[config.mk]
export PLATFORM = sky130hd
export DESIGN_NAME = audio_sample_scheduler_flat
export DESIGN_NICKNAME = d
export VERILOG_FILES = /design/src/rtl/audio_sample_scheduler_pkg.sv /design/src/rtl/audio_sample_scheduler_if.sv /design/src/rtl/audio_sample_scheduler_sample_fifo.sv /design/src/rtl/audio_sample_scheduler.sv /design/src/flat_wrapper.sv
export SDC_FILE = /design/constraint.sdc
export NUM_CORES = 1
export LEC_CHECK = 0
export CORE_MARGIN = 2
export CORE_UTILIZATION = 35
export CTS_BUF_LIST = sky130_fd_sc_hd__clkbuf_8
export CTS_CLUSTER_SIZE = 10
export DETAILED_ROUTE_END_ITERATION = 8
export MAX_ROUTING_LAYER = met4
export PLACE_DENSITY = 0.54
export SYNTH_ARGS = -nofsm -noshare
export SYNTH_HDL_FRONTEND = slang
export SYNTH_SLANG_ARGS = --single-unit
[constraint.sdc]
create_clock -name clock_16_934_400 -period 7.9 [get_ports clock_16_934_400]
set_input_delay 1.58 -clock clock_16_934_400 [delete_from_list [all_inputs] [get_ports clock_16_934_400]]
set_output_delay 1.58 -clock clock_16_934_400 [all_outputs]
set_load 0.01 [all_outputs]
[src/rtl/audio_sample_scheduler_pkg.sv]
// Shared constants and types for the audio sample scheduler.
package audio_sample_scheduler_pkg;

  localparam int unsigned AUDIO_BIT_WIDTH   = 16;
  localparam int unsigned AUDIO_CLOCK       = 16_934_400;
  localparam int unsigned AUDIO_SAMPLE_RATE = 44_100;

  // Audio clocks per output sample (384 at 44.1 kHz).
  localparam int unsigned SAMPLE_TICKS = AUDIO_CLOCK / AUDIO_SAMPLE_RATE;

  typedef enum logic [1:0] {
    IDLE,
    PRIME,
    RUN
  } scheduler_state_t;

endpackage

[src/rtl/audio_sample_scheduler_if.sv]
// Synth-to-scheduler sample handshake.
interface audio_sample_scheduler_if
  import audio_sample_scheduler_pkg::*;
#(
  parameter int unsigned W = AUDIO_BIT_WIDTH
) ();

  logic         sample_valid;
  logic [W-1:0] sample_data;
  logic         sample_ready;

  // Synthesizer side offers samples.
  modport master (
    output sample_valid,
    output sample_data,
    input  sample_ready
  );

  // Scheduler side accepts samples.
  modport slave (
    input  sample_valid,
    input  sample_data,
    output sample_ready
  );

endinterface

[src/rtl/audio_sample_scheduler_sample_fifo.sv]
// Small synchronous FIFO; pointers carry an extra wrap bit so full and
// empty are distinguished without a separate counter.
module sample_fifo #(
  parameter int unsigned WIDTH = 16,
  parameter int unsigned DEPTH = 4,
  localparam int unsigned AW   = $clog2(DEPTH)
) (
  input  logic             i_clk,
  input  logic             i_rst_n,
  input  logic             i_push,
  input  logic             i_pop,
  input  logic             i_flush,
  input  logic [WIDTH-1:0] i_data,
  output logic [WIDTH-1:0] o_head,
  output logic             o_full,
  output logic             o_empty,
  output logic [AW:0]      o_level
);

  logic [WIDTH-1:0] r_mem [DEPTH];
  logic [AW:0]      r_wr_ptr;
  logic [AW:0]      r_rd_ptr;
  logic [AW:0]      w_level;
  logic             w_full;
  logic             w_empty;
  logic             w_do_push;
  logic             w_do_pop;

  assign w_level = r_wr_ptr - r_rd_ptr;
  assign w_full  = (w_level == (AW+1)'(DEPTH));
  assign w_empty = (r_wr_ptr == r_rd_ptr);

  // A pop frees the head slot this cycle, so a push at full is accepted
  // alongside it; flush discards both.
  assign w_do_pop  = i_pop && !w_empty && !i_flush;
  assign w_do_push = i_push && !i_flush && (!w_full || w_do_pop);

  // Pointer update; flush returns both pointers to the origin.
  always_ff @(posedge i_clk or negedge i_rst_n) begin
    if (!i_rst_n) begin
      r_wr_ptr <= '0;
      r_rd_ptr <= '0;
    end else if (i_flush) begin
      r_wr_ptr <= '0;
      r_rd_ptr <= '0;
    end else begin
      if (w_do_push) r_wr_ptr <= r_wr_ptr + (AW+1)'(1);
      if (w_do_pop)  r_rd_ptr <= r_rd_ptr + (AW+1)'(1);
    end
  end

  // Storage write; the head read below sees the pre-write contents.
  always_ff @(posedge i_clk) begin
    if (w_do_push) r_mem[r_wr_ptr[AW-1:0]] <= i_data;
  end

  assign o_head  = r_mem[r_rd_ptr[AW-1:0]];
  assign o_full  = w_full;
  assign o_empty = w_empty;
  assign o_level = w_level;

endmodule

[src/rtl/audio_sample_scheduler.sv]
// Buffers synth samples and releases one per sample period to the DAC
// driver, holding audio_out stable between ticks; mutes and counts underruns.
module audio_sample_scheduler
  import audio_sample_scheduler_pkg::*;
#(
  parameter int unsigned AUDIO_BIT_WIDTH = audio_sample_scheduler_pkg::AUDIO_BIT_WIDTH,
  parameter int unsigned FIFO_DEPTH      = 4,
  parameter int unsigned SAMPLE_TICKS    = audio_sample_scheduler_pkg::SAMPLE_TICKS
) (
  input  logic                          clock_16_934_400,
  input  logic                          reset_l,
  input  logic                          enable,
  input  logic                          underrun_clear,
  audio_sample_scheduler_if.slave       synth,
  output logic [AUDIO_BIT_WIDTH-1:0]    audio_out,
  output logic                          sample_tick,
  output logic [$clog2(FIFO_DEPTH):0]   fifo_level,
  output logic [7:0]                    underrun_count,
  output logic                          running
);

  localparam int unsigned LW = $clog2(FIFO_DEPTH) + 1;
  localparam int unsigned PW = (SAMPLE_TICKS > 1) ? $clog2(SAMPLE_TICKS) : 1;
  localparam logic [PW-1:0] PHASE_LAST = PW'(SAMPLE_TICKS - 1);

  scheduler_state_t           r_state;
  scheduler_state_t           w_state_nxt;
  logic [PW-1:0]              r_phase;
  logic [AUDIO_BIT_WIDTH-1:0] r_audio;
  logic [7:0]                 r_underrun;

  logic                       w_ready;
  logic                       w_tick;
  logic                       w_push;
  logic                       w_pop;
  logic                       w_flush;
  logic                       w_full;
  logic                       w_empty;
  logic [LW-1:0]              w_level;
  logic [AUDIO_BIT_WIDTH-1:0] w_head;

  assign w_tick  = (r_state == RUN) && (r_phase == PHASE_LAST);
  assign w_flush = !enable;
  assign w_push  = synth.sample_valid && w_ready && enable;
  assign w_pop   = w_tick && !w_empty && enable;

  sample_fifo #(
    .WIDTH (AUDIO_BIT_WIDTH),
    .DEPTH (FIFO_DEPTH)
  ) u_fifo (
    .i_clk   (clock_16_934_400),
    .i_rst_n (reset_l),
    .i_push  (w_push),
    .i_pop   (w_pop),
    .i_flush (w_flush),
    .i_data  (synth.sample_data),
    .o_head  (w_head),
    .o_full  (w_full),
    .o_empty (w_empty),
    .o_level (w_level)
  );

  // State register.
  always_ff @(posedge clock_16_934_400 or negedge reset_l) begin
    if (!reset_l) r_state <= IDLE;
    else          r_state <= w_state_nxt;
  end

  // Next state and ready. Ready at full in RUN relies on the tick pop
  // freeing a slot, so it depends only on registered state and phase.
  always_comb begin
    w_state_nxt = r_state;
    w_ready     = 1'b0;
    case (r_state)
      IDLE: begin
        if (enable) w_state_nxt = PRIME;
      end
      PRIME: begin
        w_ready = !w_full;
        if (!enable) begin
          w_state_nxt = IDLE;
        end else if (w_full ||
                     (synth.sample_valid && !w_full &&
                      (w_level == LW'(FIFO_DEPTH - 1)))) begin
          w_state_nxt = RUN;
        end
      end
      RUN: begin
        w_ready = !w_full || w_tick;
        if (!enable) w_state_nxt = IDLE;
      end
      default: w_state_nxt = IDLE;
    endcase
  end

  // Sample-period phase counter; free-runs only while in RUN.
  always_ff @(posedge clock_16_934_400 or negedge reset_l) begin
    if (!reset_l)                          r_phase <= '0;
    else if (!enable || r_state != RUN)    r_phase <= '0;
    else if (r_phase == PHASE_LAST)        r_phase <= '0;
    else                                   r_phase <= r_phase + PW'(1);
  end

  // Output sample register: head on tick, silence on underrun or leaving.
  always_ff @(posedge clock_16_934_400 or negedge reset_l) begin
    if (!reset_l)     r_audio <= '0;
    else if (!enable) r_audio <= '0;
    else if (w_tick)  r_audio <= w_empty ? '0 : w_head;
  end

  // Saturating underrun counter; clear wins over a simultaneous increment.
  always_ff @(posedge clock_16_934_400 or negedge reset_l) begin
    if (!reset_l)
      r_underrun <= '0;
    else if (underrun_clear)
      r_underrun <= '0;
    else if (enable && w_tick && w_empty && (r_underrun != '1))
      r_underrun <= r_underrun + 8'd1;
  end

  assign synth.sample_ready = w_ready;
  assign audio_out          = r_audio;
  assign sample_tick        = w_tick;
  assign fifo_level         = w_level;
  assign underrun_count     = r_underrun;
  assign running            = (r_state == RUN);

endmodule

[src/flat_wrapper.sv]
// flat-port wrapper written by rule: the top's interface ports become plain ports
module audio_sample_scheduler_flat import audio_sample_scheduler_pkg::*;
#(
  parameter int unsigned AUDIO_BIT_WIDTH = audio_sample_scheduler_pkg::AUDIO_BIT_WIDTH,
  parameter int unsigned FIFO_DEPTH      = 4,
  parameter int unsigned SAMPLE_TICKS    = audio_sample_scheduler_pkg::SAMPLE_TICKS
)
  (clock_16_934_400, reset_l, enable, underrun_clear, audio_out, sample_tick, fifo_level, underrun_count, running, synth_sample_valid, synth_sample_data, synth_sample_ready);
  audio_sample_scheduler_if #(.W((16))) synth_i ();
  input  logic clock_16_934_400;
  input  logic reset_l;
  input  logic enable;
  input  logic underrun_clear;
  output logic [AUDIO_BIT_WIDTH-1:0] audio_out;
  output logic sample_tick;
  output logic [$clog2(FIFO_DEPTH):0] fifo_level;
  output logic [7:0] underrun_count;
  output logic running;
  input wire logic [$bits(synth_i.sample_valid)-1:0] synth_sample_valid;
  input wire logic [$bits(synth_i.sample_data)-1:0] synth_sample_data;
  output wire logic [$bits(synth_i.sample_ready)-1:0] synth_sample_ready;
  assign synth_i.sample_valid = synth_sample_valid;
  assign synth_i.sample_data = synth_sample_data;
  assign synth_sample_ready = synth_i.sample_ready;
  audio_sample_scheduler #(.AUDIO_BIT_WIDTH(AUDIO_BIT_WIDTH), .FIFO_DEPTH(FIFO_DEPTH), .SAMPLE_TICKS(SAMPLE_TICKS)) u_core (.clock_16_934_400(clock_16_934_400), .reset_l(reset_l), .enable(enable), .underrun_clear(underrun_clear), .synth(synth_i), .audio_out(audio_out), .sample_tick(sample_tick), .fifo_level(fifo_level), .underrun_count(underrun_count), .running(running));
endmodule
==> results.yml, run 1 <==
synth:
  syn-num-nets: 308
  synthArstFlopShare: 0.390
  synth_ff_type: "edfxtp_1"
  synth.avg_cell_area_um2: 15.9
  post_synth_instance_area_um2: 4360
  cell_variety_after_synth: 35
  synth_seq_area_share: 0.676
  synth-edff-count: 64
  yosysWarnings: 0
  synth-seq-cells: 105
  syn-instance-count: 274
finish:
  fillerInstances: 1119
  antenna-diode-count: 0
  area_taken_by_flip_flops_and_latches_um2: 2950
  layout-drive-gt1-share: 0.123
  non_filler_cell_area_final_um2: 5250
  design.final.nets: 362
  multi_input_combinational_cell_area_um2: 1340
  signed_area_change_from_the_synthesized_netlist_to_the_final_layout_pct: 20.4
routing:
  ant_nets: 0
  first_pass_iters: 4
  maxUsedRoutingLayer: "met4"
  detail_route.wl_per_cell_um: 16.6
  wl_met3_um: 326
  viasPerCell: 4.74
  final_wirelength_mm: 8.30
  route.layer.met1.wl_mm: 4.12
  drc: 0
  first_iter_violations: 134
  vias: 2377
  routed-wl-met2_mm: 3.78
floorplanning:
  fp.dieW_um: 116
  floorplan.rows: 40
  die_height_um: 116
  start_util: 0.360
  die-area_um2: 13400
  design.portCount: 51
  placeable_area_um2: 12100
global_route:
  globalRoute.totalOverflow: 0
  maximum_number_of_pins_on_one_net_before_global_route_repair: 42
  grt_first_pass_wirelength_mm: 13.4
  groute.usage.overall: 0.140
  antenna_found_initial: 0
  first_global_vias: 2490
clock_network:
  worst_setup_hold_path_clk_slew_ns: 0.11
  cts_buffer_depth: 2
  post_cts.repair.setup_buffers: 0
  cts_resized: 0
  tritoncts: "done"
  h-tree-depth: 3
  post_cts_hold_buffer_count: 0
  clock-root-buffer: "clkbuf_8"
  clk-insertion-delay-late_ns: 0.38
  cts_num_sinks: 105
  numCtsBuffers: 9
placed_design:
  gpl.final_weighted_congestion: 0.789
  io_buffer_count: 50
  pre_cts_ws_ns: 3.12
  dpl_cell_area_um2: 5050
  place.detailed.hpwl_mm: 5.25
critical_path:
  worst_r2r_endpoint: "u_core.u_fifo.r_mem[1][3]"
  worstPathArrival_ns: 3.20
  critical_path_peak_fanout: 20
  critical-path-top-delay-family: "flip-flops"
  max_stage_delay_ns: 0.98
  setup.reg_to_reg.worst_slack_ns: 4.21
  critical_path.slowest_cell: "dfrtp_1"
  critical_path.reg2reg.startpoint: "u_core.u_fifo.r_rd_ptr[1]"
  worstSetupEndpointType: "output pin"
  timing.critical_path.required_ns: 6.32
  crit_chain: "fa_1, nand3_1, o21ai_0, a21boi_0, clkdlybuf4s50_1"
  timing.setup.critical_path_class: "reg2out"
  buffers_and_inverters_on_the_worst_path: 1
  cp_startpoint_kind: "flop"
  critical_path_depth: 5
  timing.reg2reg.worst_path_depth: 6
job:
  maxCapViolCount: 0
power:
  sequential_power_share: 0.576
  power.density_cell_area_nw_per_um2: 202
  cellLeakagePower_nw: 1.90
  power_switching_mw: 0.276
  pwr-share-comb: 0.115
  total_design_power_mw: 1.06
  power_switching_share: 0.260
  clock_power_share: 0.309
  power_report.internal_total_mw: 0.787
  vdd_ir_drop_max_mv: 0.115
timing:
  timing_worst_slew_pin_value_ns: 0.991
  unrepaired_setup_endpoints_after_global_routing: "no"
  slew-limit-headroom: 0.339
  final_hold_viol_count: 0
  fmax_ghz: 0.209
  setup_viol_count_final: 0
  final.setup.tns_ns: 0
  finalCriticalPeriod_ns: 4.78
  clock-skew-final_ns: 0.00958
  slew_viol_final: 0
  final_min_period_over_clock_period: 0.605
  fin_ws_ns: 3.12
worst_hold_path:
  hp-start: "u_core.audio_out[2]"
  worst_hold_path_type: "reg2reg"
  worstHoldEndpoint: "u_core.audio_out[2]"
  hold_path_depth: 1
outcome:
  status: "complete, no violations"
==> final cells by class <==
| cell class | count | share of cell area |
|---|---|---|
| multi-input cells | 149 | 0.254 |
| clock inverters | 6 | 0.0117 |
| inverters | 9 | 0.00643 |
| clock buffers | 10 | 0.0262 |
| well taps | 168 | 0.0400 |
| flip-flops and latches | 105 | 0.561 |
| repair buffers | 54 | 0.100 |
==> layer usage <==
metal	global-route usage	up-vias
met1	0.190	1187
met4	0.0365	0
met5	-	-
met3	0.0413	7
met2	0.207	49
li1	-	1134
==> cell usage in the layout (no fill, tap or decap), types with 4 or more instances in the layout <==
| master | Yosys | routed |
|---|---|---|
| xnor2_1 | 4 | 4 |
| nand3_1 | 10 | 10 |
| ha_1 | 12 | 12 |
| edfxtp_1 | 64 | 64 |
| clkbuf_8 | 0 | 10 |
| inv_1 | 9 | 9 |
| xor2_1 | 11 | 11 |
| nand2_1 | 17 | 17 |
| mux4_2 | 16 | 16 |
| and2_1 | 5 | 5 |
| dfrtp_1 | 41 | 41 |
| clkdlybuf4s50_1 | 0 | 49 |
| mux2i_1 | 5 | 5 |
| nor2_1 | 21 | 21 |
| nand4_1 | 7 | 7 |
| buf_4 | 0 | 4 |
| a22o_1 | 16 | 16 |
==> synthesized netlist by cell type (all sizes together) (4+ instances only) <==
master / number / share of area
nand4: 7 / 0.010
nand2: 17 / 0.015
xnor2: 4 / 0.0080
ha: 12 / 0.034
clkbuf: 4 / 0.0034
inv: 9 / 0.0077
and2: 5 / 0.0072
mux2i: 5 / 0.011
nor2: 21 / 0.018
dfrtp: 41 / 0.24
mux4: 16 / 0.083
buf: 7 / 0.0072
xor2: 11 / 0.022
edfxtp: 64 / 0.44
a22o: 16 / 0.032
nand3: 10 / 0.011
==> stage by stage <==
step | utilization | hold slack (ns) | std cells
final | 0.434 | 0.519 | 501
after global routing | 0.434 | 0.543 | 501
after CTS | 0.434 | 0.524 | 501
after detailed placement | 0.417 | 0.490 | 485
after global placement | 0.417 | 0.494 | 485
after floorplan | - | 0.476 | 274
==> worst register-to-register path: cells and delay by family, from the launching register on <==
kind | cells | cell delay [ns]
and+or+nand+nor | 3 | 1.28
DFF | 1 | 0.98
adders and majority gates | 1 | 0.60
AOI/OAI and AO/OA | 2 | 0.47
==> flip-flops by register name, indices dropped and copies added, names as in the netlist <==
| register | cells |
|---|---|
| u_core.u_fifo.r_mem | 64 |
| u_core.r_state | 2 |
| u_core.r_phase | 9 |
| u_core.audio_out | 16 |
| u_core.u_fifo.r_wr_ptr | 3 |
| u_core.underrun_count | 8 |
| u_core.u_fifo.r_rd_ptr | 3 |
==> how the worst max path moves through the flow <==
stage / startpoint / to / slack, ns
after floorplan: u_core.u_fifo.r_wr_ptr[0] / synth_sample_ready / 4.43
after global placement: enable / u_core.u_fifo.r_mem[1][11] / 3.18
after detailed placement: enable / u_core.u_fifo.r_mem[1][0] / 3.12
after CTS: u_core.u_fifo.r_rd_ptr[1] / synth_sample_ready / 3.04
after global routing: u_core.u_fifo.r_rd_ptr[1] / synth_sample_ready / 2.81
final: u_core.u_fifo.r_rd_ptr[1] / synth_sample_ready / 3.12
==> cells by family (layout without fill, tap and decap cells) <==
family,count (synthesis),in the layout,synth area share
buffers and inverters,20,79,0.0184
AO/OA/AOI/OAI,25,25,0.0488
AND/OR/NAND/NOR,74,74,0.0886
adder cells (fa/ha/maj),13,13,0.0390
XOR/XNOR,16,16,0.0356
flip-flops,105,105,0.676
multiplexers,21,21,0.0941
==> power by group through the flow <==
stage | clock network [mW] | logic (mW) | registers [mW]
2_1_floorplan | 0 | 0.0724 | 0.622
3_3_place_gp | 0 | 0.122 | 0.624
3_5_place_dp | 0 | 0.125 | 0.624
4_1_cts | 0.342 | 0.126 | 0.612
5_1_grt | 0.363 | 0.141 | 0.614
6_report | 0.329 | 0.123 | 0.612
Note: power is estimated with default switching activity, not from simulation.
==> run 2, diff against run 1 <==
==> constraint.sdc (replaced) <==
create_clock -name clock_16_934_400 -period 4.6 [get_ports clock_16_934_400]
set_input_delay 0.92 -clock clock_16_934_400 [delete_from_list [all_inputs] [get_ports clock_16_934_400]]
set_output_delay 0.92 -clock clock_16_934_400 [all_outputs]
set_load 0.01 [all_outputs]
==> run 2 against run 1 <==
Net effect: largest power group unchanged; sequential power rose by 72%; count of clock-buffer cells in the layout is the same; clock skew fell by 0.0027 ns; critical path depth rose by 3.
==> results.yml, run 2 (synthesized netlist as in run 1, its figures left out) <==
timing:
  slew-limit-headroom: 0.324
  final_min_period_over_clock_period: 0.844
  finalCriticalPeriod_ns: 3.88
  unrepaired_setup_endpoints_after_global_routing: "no"
  final.setup.tns_ns: 0
  setup_viol_count_final: 0
  slew_viol_final: 0
  timing_worst_slew_pin_value_ns: 1.01
  fmax_ghz: 0.257
  final_hold_viol_count: 0
  clock-skew-final_ns: 0.00693
clock_network:
  worst_setup_hold_path_clk_slew_ns: 0.10
  post_cts.repair.setup_buffers: 0
  cts_buffer_depth: 2
  numCtsBuffers: 9
  h-tree-depth: 3
  clock-root-buffer: "clkbuf_8"
  post_cts_hold_buffer_count: 0
  cts_resized: 0
  tritoncts: "done"
  clk-insertion-delay-late_ns: 0.37
  cts_num_sinks: 105
routing:
  final_wirelength_mm: 8.45
  drc: 0
  first_pass_iters: 4
  first_iter_violations: 126
  vias: 2458
  ant_nets: 0
  viasPerCell: 4.87
  detail_route.wl_per_cell_um: 16.7
finish:
  layout-drive-gt1-share: 0.134
  commonest_non_fill_non_tap_cells_in_the_layout: "64 x edfxtp_1, 49 x clkdlybuf4s50_1, 41 x dfrtp_1"
  design.final.nets: 366
  non_filler_cell_area_final_um2: 5300
  fillerInstances: 1145
  layout.cells.most_common: "edfxtp_1"
  signed_area_change_from_the_synthesized_netlist_to_the_final_layout_pct: 21.5
  largest_register_ff_count: 64
  antenna-diode-count: 0
critical_path:
  timing.setup.critical_path_class: "reg2out"
  max_stage_delay_ns: 0.61
  timing.critical_path.required_ns: 3.68
  critical_path_peak_fanout: 5
  worstSetupEndpointType: "output pin"
  crit_chain: "inv_1, ha_1, fa_1, xor3_1, nand3_1, o21ai_0, a21boi_0, clkdlybuf4s50_1"
  critical_path.slowest_cell: "clkdlybuf4s50_1"
  setup.reg_to_reg.worst_slack_ns: 1.46
  worstPathArrival_ns: 2.96
  cp_startpoint_kind: "flop"
global_route:
  first_global_vias: 2536
  globalRouteMet2Util: 0.208
  grt.busiest_layer: "met2"
  global_route.usage.met3: 0.0335
  antenna_found_initial: 0
  maximum_number_of_pins_on_one_net_before_global_route_repair: 42
  globalRoute.totalOverflow: 0
  grt_first_pass_wirelength_mm: 13.6
  groute.usage.overall: 0.140
  global_route.usage.met1: 0.194
placed_design:
  gpl.final_weighted_congestion: 0.814
  dpl_cell_area_um2: 5080
  place.detailed.hpwl_mm: 5.28
  io_buffer_count: 50
outcome:
  status: "complete, no violations"
power:
  cellLeakagePower_nw: 1.93
  vdd_ir_drop_max_mv: 0.194
  total_design_power_mw: 1.89
  power.density_cell_area_nw_per_um2: 356
floorplanning:
  start_util: 0.360
  die_height_um: 116
  design.portCount: 51
  die-area_um2: 13400
  placeable_area_um2: 12100
  fp.dieW_um: 116
  floorplan.rows: 40
job:
  maxCapViolCount: 0
worst_hold_path:
  worst_hold_path_type: "reg2reg"
## run 2: path summary, 6_finish.rpt
check	start	end	cells past startpoint
setup / recovery	u_core.u_fifo.r_wr_ptr[0]	synth_sample_ready	8
hold / removal	u_core.audio_out[14]	u_core.audio_out[14]	1
setup reg to reg	u_core.u_fifo.r_wr_ptr[0]	u_core.u_fifo.r_mem[1][1]	10
hold reg to reg	u_core.audio_out[14]	u_core.audio_out[14]	1
max in group asynchronous	reset_l	u_core.r_phase[1]	1
min in group asynchronous	reset_l	u_core.r_state[0]	1
## run 2: report_power, final
group	switching (mW)	internal (mW)
Sequential	0.0177	1.03
Clock	0.337	0.281
Combinational	0.124	0.0956
Total	0.479	1.41
## run 2: final cells by class
class	instances	area [µm²]	area share
multi-input combinational	149	1340	0.252
tap	168	210	0.0397
sequential	105	2950	0.556
timing repair buffer	58	556	0.105
inverter	9	33.8	0.00637
clock inverter	6	81.3	0.0153
clock buffer	10	138	0.0260
## run 2: routing by layer
layer,up-vias,part of all wire
met5,-,0
met4,0,0.010
met3,8,0.038
met2,62,0.46
met1,1255,0.49
li1,1133,-
## run 2: stage by stage
| stage | hold WS [ns] | worst slack, ns | cells | utilization |
|---|---|---|---|---|
| detailed placement | 0.493 | 1.11 | 489 | 0.420 |
| global route | 0.534 | 0.537 | 505 | 0.438 |
| global placement | 0.491 | 1.14 | 489 | 0.420 |
| floorplan | 0.476 | 1.46 | 274 | - |
| CTS | 0.526 | 0.721 | 505 | 0.438 |
| finish | 0.520 | 0.715 | 505 | 0.438 |
## run 2: critical path: cells and delay by family (launching register included)
family | cells | cell delay [ns]
AOI/OAI and AO/OA | 2 | 0.40
buffers and inverters | 2 | 0.73
and+or+nand+nor | 1 | 0.17
DFF | 1 | 0.44
xor gates and xnor gates | 1 | 0.25
adders and majority gates | 2 | 0.60
